==> src/rtl/if_fetch_unit_pkg.sv <==
// Shared definitions for the IF stage: stall-bus layout, bus widths, reset PC and hold FSM states.
package if_fetch_unit_pkg;

    localparam int STALL_W_DEF = 6;
    localparam int IF_TO_ID_WD = 33;
    localparam int BR_WD       = 33;

    // Bit positions inside the stall bus
    localparam int STALL_PC   = 0;
    localparam int STALL_IFID = 1;
    localparam int STALL_IDEX = 2;

    localparam logic STOP    = 1'b1;
    localparam logic NO_STOP = 1'b0;

    // The PC sits one word before the boot vector so the first fetch lands on 32'hBFC0_0000
    localparam logic [31:0] RESET_PC_DEF = 32'hBFBF_FFFC;
    localparam logic [31:0] PC_STEP      = 32'd4;

    typedef enum logic {
        HOLD_EMPTY = 1'b0,
        HOLD_FULL  = 1'b1
    } hold_state_e;

endpackage

==> src/rtl/if_inst_hold.sv <==
// Keeps the instruction seen by ID stable while ID is frozen, and turns bubbles into NOPs.
module if_inst_hold
    import if_fetch_unit_pkg::*;
(
    input  logic        clk,
    input  logic        rst,
    input  logic        stall_ifid,
    input  logic        stall_idex,
    input  logic        id_vld,
    input  logic [31:0] sram_rdata,
    output logic [31:0] id_inst
);

    hold_state_e state_q;
    logic [31:0] hold_q;
    logic        id_frozen_s;

    assign id_frozen_s = (stall_ifid == STOP) && (stall_idex == STOP);

    // Hold FSM: capture the word ID is looking at when it freezes, release on advance or bubble
    always_ff @(posedge clk) begin
        if (rst) begin
            state_q <= HOLD_EMPTY;
            hold_q  <= 32'h0000_0000;
        end else begin
            case (state_q)
                HOLD_EMPTY: begin
                    if (id_frozen_s) begin
                        state_q <= HOLD_FULL;
                        hold_q  <= id_inst;
                    end else begin
                        state_q <= HOLD_EMPTY;
                    end
                end
                HOLD_FULL: begin
                    if (id_frozen_s) begin
                        state_q <= HOLD_FULL;
                    end else begin
                        state_q <= HOLD_EMPTY;
                    end
                end
                default: begin
                    state_q <= HOLD_EMPTY;
                end
            endcase
        end
    end

    // Instruction presented to ID decode
    always_comb begin
        if (!id_vld) begin
            id_inst = 32'h0000_0000;
        end else if (state_q == HOLD_FULL) begin
            id_inst = hold_q;
        end else begin
            id_inst = sram_rdata;
        end
    end

endmodule

==> src/rtl/if_fetch_unit.sv <==
// IF stage of the 5-stage MIPS pipeline: PC register, instruction-SRAM request, ID-valid shadow
// and fetch counter; the held/NOP instruction for ID comes from if_inst_hold.
module if_fetch_unit
    import if_fetch_unit_pkg::*;
#(
    parameter logic [31:0] RESET_PC = RESET_PC_DEF,
    parameter int          STALL_W  = STALL_W_DEF
) (
    input  logic                   clk,
    input  logic                   rst,
    input  logic [STALL_W-1:0]     stall,
    input  logic [BR_WD-1:0]       br_bus,
    output logic [IF_TO_ID_WD-1:0] if_to_id_bus,
    output logic                   inst_sram_en,
    output logic [3:0]             inst_sram_wen,
    output logic [31:0]            inst_sram_addr,
    output logic [31:0]            inst_sram_wdata,
    input  logic [31:0]            inst_sram_rdata,
    output logic [31:0]            id_inst,
    output logic [31:0]            fetch_cnt
);

    logic [31:0] pc_q, pc_d;
    logic        ce_q, ce_d;
    logic        id_vld_q, id_vld_d;
    logic [31:0] fetch_cnt_q, fetch_cnt_d;
    logic        br_e_s;
    logic [31:0] br_addr_s;
    logic        stall_unused_s;

    assign br_e_s         = br_bus[32];
    assign br_addr_s      = br_bus[31:0];
    assign stall_unused_s = ^stall[STALL_W-1:STALL_IDEX+1];

    // Next PC: a redirect only takes effect when the PC is allowed to advance
    always_comb begin
        pc_d        = pc_q;
        ce_d        = ce_q;
        fetch_cnt_d = fetch_cnt_q;
        if (stall[STALL_PC] == NO_STOP) begin
            ce_d        = 1'b1;
            pc_d        = br_e_s ? br_addr_s : (pc_q + PC_STEP);
            fetch_cnt_d = fetch_cnt_q + 32'd1;
        end else begin
            pc_d        = pc_q;
            ce_d        = ce_q;
            fetch_cnt_d = fetch_cnt_q;
        end
    end

    // Shadow of the ID input register's valid bit
    always_comb begin
        id_vld_d = id_vld_q;
        if (stall[STALL_IFID] == NO_STOP) begin
            id_vld_d = ce_q;
        end else if (stall[STALL_IDEX] == NO_STOP) begin
            id_vld_d = 1'b0;
        end else begin
            id_vld_d = id_vld_q;
        end
    end

    // PC, fetch-enable, ID-valid and counter registers
    always_ff @(posedge clk) begin
        if (rst) begin
            pc_q        <= RESET_PC;
            ce_q        <= 1'b0;
            id_vld_q    <= 1'b0;
            fetch_cnt_q <= 32'd0;
        end else begin
            pc_q        <= pc_d;
            ce_q        <= ce_d;
            id_vld_q    <= id_vld_d;
            fetch_cnt_q <= fetch_cnt_d;
        end
    end

    // The bus reads as all-zero until the first fetch has been issued
    always_comb begin
        if (ce_q) begin
            if_to_id_bus = {1'b1, pc_q};
        end else begin
            if_to_id_bus = {IF_TO_ID_WD{1'b0}};
        end
    end

    assign inst_sram_en    = ce_q;
    assign inst_sram_addr  = pc_q;
    assign inst_sram_wen   = 4'b0000;
    assign inst_sram_wdata = 32'h0000_0000;
    assign fetch_cnt       = fetch_cnt_q;

    if_inst_hold u_inst_hold (
        .clk        (clk),
        .rst        (rst),
        .stall_ifid (stall[STALL_IFID]),
        .stall_idex (stall[STALL_IDEX]),
        .id_vld     (id_vld_q),
        .sram_rdata (inst_sram_rdata),
        .id_inst    (id_inst)
    );

endmodule
==> config.mk <==
export PLATFORM = sky130hd
export DESIGN_NAME = if_fetch_unit
export DESIGN_NICKNAME = d
export VERILOG_FILES = /design/src/rtl/if_fetch_unit_pkg.sv /design/src/rtl/if_inst_hold.sv /design/src/rtl/if_fetch_unit.sv
export SDC_FILE = /design/constraint.sdc
export NUM_CORES = 1
export LEC_CHECK = 0
export CORE_UTILIZATION = 40
export DETAILED_ROUTE_END_ITERATION = 8
export HOLD_SLACK_MARGIN = 0.1
export PLACE_DENSITY = 0.78
export RECOVER_POWER = 50
export SLEW_MARGIN = 5
export SYNTH_ARGS = -nofsm -noshare
export SYNTH_HDL_FRONTEND = slang
export SYNTH_SLANG_ARGS = --single-unit
==> constraint.sdc <==
create_clock -name clk -period 1.93 [get_ports clk]
set_clock_uncertainty 0.05 [all_clocks]
set_input_delay 0.193 -clock clk [delete_from_list [all_inputs] [get_ports clk]]
set_output_delay 0.193 -clock clk [all_outputs]
set_load 0.005 [all_outputs]
==> out/qor.txt, run 1 <==
CP required: 2.13 ns
WP depth: 5
Number of core rows: 44
Min-delay src: rst
Standby leakage power: 3.58 nW
Nets: 1,077
First-pass GRT wire length: 28,200 um
Core area: 14,500 um^2
Synth top area cells: dfxtp_1, mux2i_1, a21oi_1
Hold depth: 2
Yosys top cell by area: dfxtp_1
CP max FO: 8
Worst R2R Setup Slack: 0.06 ns
Worst slew margin: 0.661
Post-DP Area: 8460 um^2
#FFs+latches synth: 99
Sequence of cells on the critical path: nand3_4, or4_4, buf_4, o31a_1, o31ai_1
Post-route non-filler standard cell count: 1,191
Initial antenna violation count: 0
Max clock buf depth: 2
HPWL Detailed: 13,200 um
Critical R2R Launch: inst_sram_addr[10]
Layout cell share with drive strength beyond 1: 0.152
Post-synth ARST share: 0
Worst Hold Class: in2reg
Register area share after synthesis: 0.335
Final instance area: 8960 um^2
P&R area growth vs syn: 51.5%
Crit path launch type: flop
Vias/cell: 5.41
Iter 0 DRT Violations: 415
Setup CP Type: reg2reg
Clk root buf: clkbuf_16
GP Congestion: 0.893
VDD IR max: 0.371 mV
Mapped Cells: 741
Synthesized cell area: 5920 um^2
Largest net degree at the start of global routing: 54
Cell variety after synth: 61
Die area: 15,300 um^2
Wire per inst: 15.6 um
FF-to-FF path depth: 5
Syn_area_per_cell: 7.98 um^2
# DRC: 0
Die Ht: 124 um
Worst Hold Path EP: inst_sram_addr[22]
Crit path capture type: flop
Pwr Density: 581 nW/um^2
Synth top cells by count: dfxtp_1, a21oi_1, nand2_1, clkbuf_1, nor2b_1
CTS Hold Bufs: 0
Crit path arrival time: 2.08 ns
Max Freq: 0.534 GHz
Gr usage total: 0.233
Clock sinks: 99
Setup ws final: 0.0561 ns
Worst R2R End: inst_sram_addr[29]
TritonCTS Buffers: 9
DRT Wirelength: 18,600 um
Post-Place Cells: 1,146
RSZ-0062 raised after global routing: false
Warnings from Yosys: 0
Post-Place Setup Slack: -0.208 ns
Number of global-route vias before repair: 5,721
Vias post-DR: 6,438
Most frequent cell after synthesis: dfxtp_1
CTS clk-pin slew, worst paths: 0.07 ns
Share of the synthesized area in the top cell type: 0.335
Final setup fails: 0
Least-Margin Pin Slew: 0.508 ns
Number of synthesized flops with an enable pin: 0
CP top delay family: simple AND/OR/NAND/NOR gates
GRT overflow: 0
Max Cap Violations: 0
Final Core Density: 0.619
Final Hold Fails: 0
Status: completed
Ys flop type: dfxtp_1
Clk_lat worst skew: 0.34 ns
CTS tree: built
Total chip power: 0.00521 W
ANT cells: 0
Routed Antenna Nets: 0
IO buf count: 199
Pins Over Slew Limit: 0
Slowest cell on crit path: or4_4
Final worst path period need: 1.87 ns
CTS H-tree lvls: 3
Drt first pass iters: 5
Starting Density: 0.409
Die W: 124 um
I/O pins: 239
Slowest cell delay on critical path: 0.57 ns
Crit path buffers/inverters: 1
Final period utilization: 0.971
## timing repair
item | 4_1_cts | 5_1_grt
gates resized for setup | 32 | 16
setup buffers | 18 | 10
cloned | 1 | 0
pin swaps | 0 | 2
endpoints found under the setup margin | 32 | 21
## worst max-delay path by stage
stage                        startpoint            endpoint  slack (ns)
floorplan                  fetch_cnt[0]       fetch_cnt[28]        0.03
global placement               stall[0]       fetch_cnt[23]       -0.19
detailed placement             stall[0]       fetch_cnt[28]       -0.21
CTS                 u_inst_hold.state_q          id_inst[8]      0.0005
global route               inst_sram_en    if_to_id_bus[24]       0.003
finish               inst_sram_addr[10]  inst_sram_addr[29]        0.06
## registers in the layout, indices dropped and copies added, names as in the netlist
name / count
fetch_cnt: 32
inst_sram_addr: 32
u_inst_hold.hold_q: 32
id_vld_q: 1
inst_sram_en: 1
u_inst_hold.state_q: 1
## logic make-up (layout without fill, tap and decap cells)
family                   after synthesis  count (layout)  share of synthesized area
AND/OR/NAND/NOR                      326             326                      0.317
AO/OA/AOI/OAI                        155             155                      0.164
buffers and inverters                106             337                     0.0924
flip-flops                            99              99                      0.335
multiplexers                          40              40                     0.0685
XOR/XNOR                              12              12                     0.0178
adder cells (fa/ha/maj)                2               2                    0.00423
other                                  1              36                   0.000634
## routing by layer
layer | vias up | global-route usage | share of wire
met2 | 271 | 0.388 | 0.47
li1 | 3130 | - | -
met3 | 28 | 0.0348 | 0.072
met5 | - | 0 | 0
met4 | 0 | 0.0753 | 0.016
met1 | 3009 | 0.308 | 0.44
## cell usage in the layout (no fill, tap or decap), types with 8 or more instances in the layout
cell,n
clkdlybuf4s50_1,132
nand2_1,60
dlygate4sd3_1,35
nor4_1,10
nor2b_1,39
clkbuf_1,10
nand3b_1,33
nor3_1,12
clkbuf_16,9
o31ai_1,17
and2_1,35
nand3_1,22
dlygate4sd2_1,27
dfxtp_4,11
o21ai_0,18
or4_1,17
a21oi_1,67
inv_1,11
conb_1,36
mux2i_1,36
buf_4,90
nor2_1,32
dfxtp_1,84
or3_1,8
nand4_1,23
## area by class of cell
class,instances,area [um^2]
Clock buffer,11,253
Sequential cell,99,2030
Fill cell,1263,5520
Clock inverter,5,42.5
Inverter,12,45.0
Timing Repair Buffer,309,2780
Multi-Input combinational cell,571,3580
Tap cell,184,230
## through the flow
stage | setup TNS, ns | hold slack, ns
global placement | -2.36 | 0.392
global route | 0 | 0.270
finish | 0 | 0.226
CTS | 0 | 0.205
floorplan | 0 | 0.278
detailed placement | -3.44 | 0.397
## power breakdown
group | leakage [nW] | switching [W] | internal, W
Combinational | 2.62 | 0.000543 | 0.000664
Clock | 0.145 | 0.000839 | 0.000963
Sequential | 0.806 | 0.0000942 | 0.00210
Note: power is estimated with default switching activity, not from simulation.
==> run 2: changes to the inputs <==
--- a/config.mk
+++ b/config.mk
@@ -5,6 +5,8 @@
 export SDC_FILE = /design/constraint.sdc
 export NUM_CORES = 1
 export LEC_CHECK = 0
+export CAP_MARGIN = 20
+export CORE_ASPECT_RATIO = 0.6
 export CORE_UTILIZATION = 40
 export DETAILED_ROUTE_END_ITERATION = 8
 export HOLD_SLACK_MARGIN = 0.1
==> out/qor.txt, run 2 (synthesis results as in run 1) <==
Final instance area: 8990 um^2 (+0.31%)
Post-DP Area: 8550 um^2 (+0.98%)
Setup ws final: 0.0358 ns (-0.0202 ns)
GP Congestion: 0.909 (+1.8%)
Pwr Density: 603 nW/um^2 (+3.9%)
Crit path capture type: primary output
Critical R2R Launch: inst_sram_addr[12]
Worst R2R End: inst_sram_addr[23]
Clk root buf: clkbuf_16
TritonCTS Buffers: 9 (unchanged)
First-pass GRT wire length: 29,900 um (+5.9%)
HPWL Detailed: 14,500 um (+9.7%)
Nets: 1,060 (-1.6%)
Sequence of cells on the critical path: buf_12, mux2i_1, nor2b_1, clkdlybuf4s50_1
# DRC: 0 (unchanged)
Final period utilization: 0.981 (+0.0105)
Vias/cell: 5.38 (-0.49%)
Setup CP Type: reg2out
Vias post-DR: 6,385 (-0.82%)
Hold depth: 2 (unchanged)
Die W: 159 um (+29%)
FILL cells: 1,229 (-2.7%)
Most common cell after layout, fill and taps aside: clkdlybuf4s50_1
Wire per inst: 17.1 um (+9.5%)
Crit path launch type: flop
Post-Place Cells: 1,162 (+1.4%)
Final worst path period need: 1.89 ns (+0.0202 ns)
Net Switching: 0.00149 W (+0.90%)
Number of core rows: 34 (-23%)
Max Cap Violations: 0 (unchanged)
Starting Density: 0.409 (+0.000424)
Most frequent cells in the layout: clkdlybuf4s50_1, dfxtp_1, buf_4
Initial antenna violation count: 0 (unchanged)
Number of global-route vias before repair: 5,450 (-4.7%)
Final setup fails: 0 (unchanged)
Max clock buf depth: 2 (unchanged)
Slowest cell delay on critical path: 0.53 ns (-0.04 ns)
Worst Hold Class: in2reg
CP max FO: 8 (unchanged)
Drt first pass iters: 6 (+1)
Layout cell share with drive strength beyond 1: 0.144 (-0.00836)
Clock sinks: 99 (unchanged)
Power share of the clock group: 0.364 (+0.018)
Switching share of total power: 0.275 (-0.00892)
Register area: 2030 um^2 (+0.12%)
Max Freq: 0.528 GHz (-1.1%)
Least-Margin Pin Slew: 0.729 ns (+0.221 ns)
Clk_lat worst skew: 0.35 ns (about the same)
CTS tree: built
Status: completed
FF-to-FF path depth: 4 (-1)
Total chip power: 0.00542 W (+4.2%)
P&R area growth vs syn: 52.0%
Seq pwr share: 0.404 (-0.018)
CP required: 1.69 ns (-0.44 ns)
Pint: 0.00394 W (+5.5%)
DRT Wirelength: 20,300 um (+9.1%)
Post-Place Setup Slack: -0.237 ns (-0.0298 ns)
Core area: 14,500 um^2 (-0.10%)
Final Hold Fails: 0 (unchanged)
Worst slew margin: 0.514 (-0.147)
Min-delay src: rst
Multi-input logic area: 3590 um^2 (+0.17%)
Die Ht: 96.2 um (-22%)
Pins Over Slew Limit: 0 (unchanged)
I/O pins: 239 (unchanged)
CTS clk-pin slew, worst paths: 0.07 ns (about the same)
GRT overflow: 0 (unchanged)
IO buf count: 199 (unchanged)
ANT cells: 0 (unchanged)
CTS H-tree lvls: 3 (unchanged)
Final Core Density: 0.622 (+0.00255)
VDD IR max: 0.438 mV (+18%)
Largest net degree at the start of global routing: 73 (+35%)
Worst R2R Setup Slack: 0.05 ns (about the same)
Crit path arrival time: 1.65 ns (-0.43 ns)
Die area: 15,300 um^2 (+0.11%)
Slowest cell on crit path: clkdlybuf4s50_1
Power share of the combinational group: 0.232 (about the same)
Post-route non-filler standard cell count: 1,187 (-0.34%)
Gr usage total: 0.247 (+0.0135)
CTS Hold Bufs: 0 (unchanged)
Standby leakage power: 3.58 nW (+0.18%)
Iter 0 DRT Violations: 711 (+71%)
Routed Antenna Nets: 0 (unchanged)
Worst Hold Path EP: inst_sram_addr[30]
==> run 2: timing repair <==
item	in CTS	in global routing
pin swaps	0	7
setup buffers	0	8
resized for setup	27	25
gates cloned	0	2
setup endpoints to repair	55	23
==> run 2: worst max-delay path by stage <==
| stage | slack [ns] | start | end | depth (start not counted) |
|---|---|---|---|---|
| after global placement | -0.16 | stall[0] | fetch_cnt[28] | 6 |
| final | 0.04 | u_inst_hold.state_q | id_inst[9] | 4 |
| after CTS | 0.00004 | fetch_cnt[1] | fetch_cnt[28] | 5 |
| after global routing | -0.02 | fetch_cnt[19] | fetch_cnt[27] | 5 |
| after detailed placement | -0.24 | stall[0] | fetch_cnt[28] | 6 |
| after floorplan | 0.03 | fetch_cnt[0] | fetch_cnt[28] | 7 |
==> run 2: routing by layer <==
metal | vias to the layer above | share of wire | global-route usage
li1 | 3105 | - | -
met1 | 2950 | 0.49 | 0.376
met2 | 314 | 0.41 | 0.339
met5 | - | 0 | 0
met4 | 0 | 0.0085 | 0.0473
met3 | 16 | 0.093 | 0.0664
==> run 2: metrics by stage <==
stage / setup TNS, ns / hold slack, ns
2_1_floorplan: 0 / 0.278
3_3_place_gp: -1.92 / 0.392
3_5_place_dp: -2.93 / 0.398
4_1_cts: 0 / 0.179
5_1_grt: -0.0176 / 0.241
6_report: 0 / 0.204
==> run 2: power groups by stage <==
stage          sequential [W]  combinational (W)  clock [W]
5_1_grt               0.00220            0.00135    0.00207
6_report              0.00219            0.00126    0.00197
4_1_cts               0.00219            0.00123    0.00200
3_5_place_dp          0.00224            0.00123          0
2_1_floorplan         0.00223           0.000598          0
3_3_place_gp          0.00224            0.00122          0
==> run 2: final cells by class <==
cell class / instances / share of cell area
inverter: 12 / 0.00501
tap: 198 / 0.0276
clock inverter: 4 / 0.00585
timing repair buffer: 292 / 0.306
clock buffer: 11 / 0.0306
sequential: 99 / 0.226
multi-input combinational: 571 / 0.399
==> run 2: worst max-delay path: cells and delay by family (launching register included) <==
kind                   cells  cell delay [ns]
multiplexers               1             0.11
buffers and inverters      2             0.67
AND/OR/NAND/NOR            1             0.14
flip-flops                 1             0.38
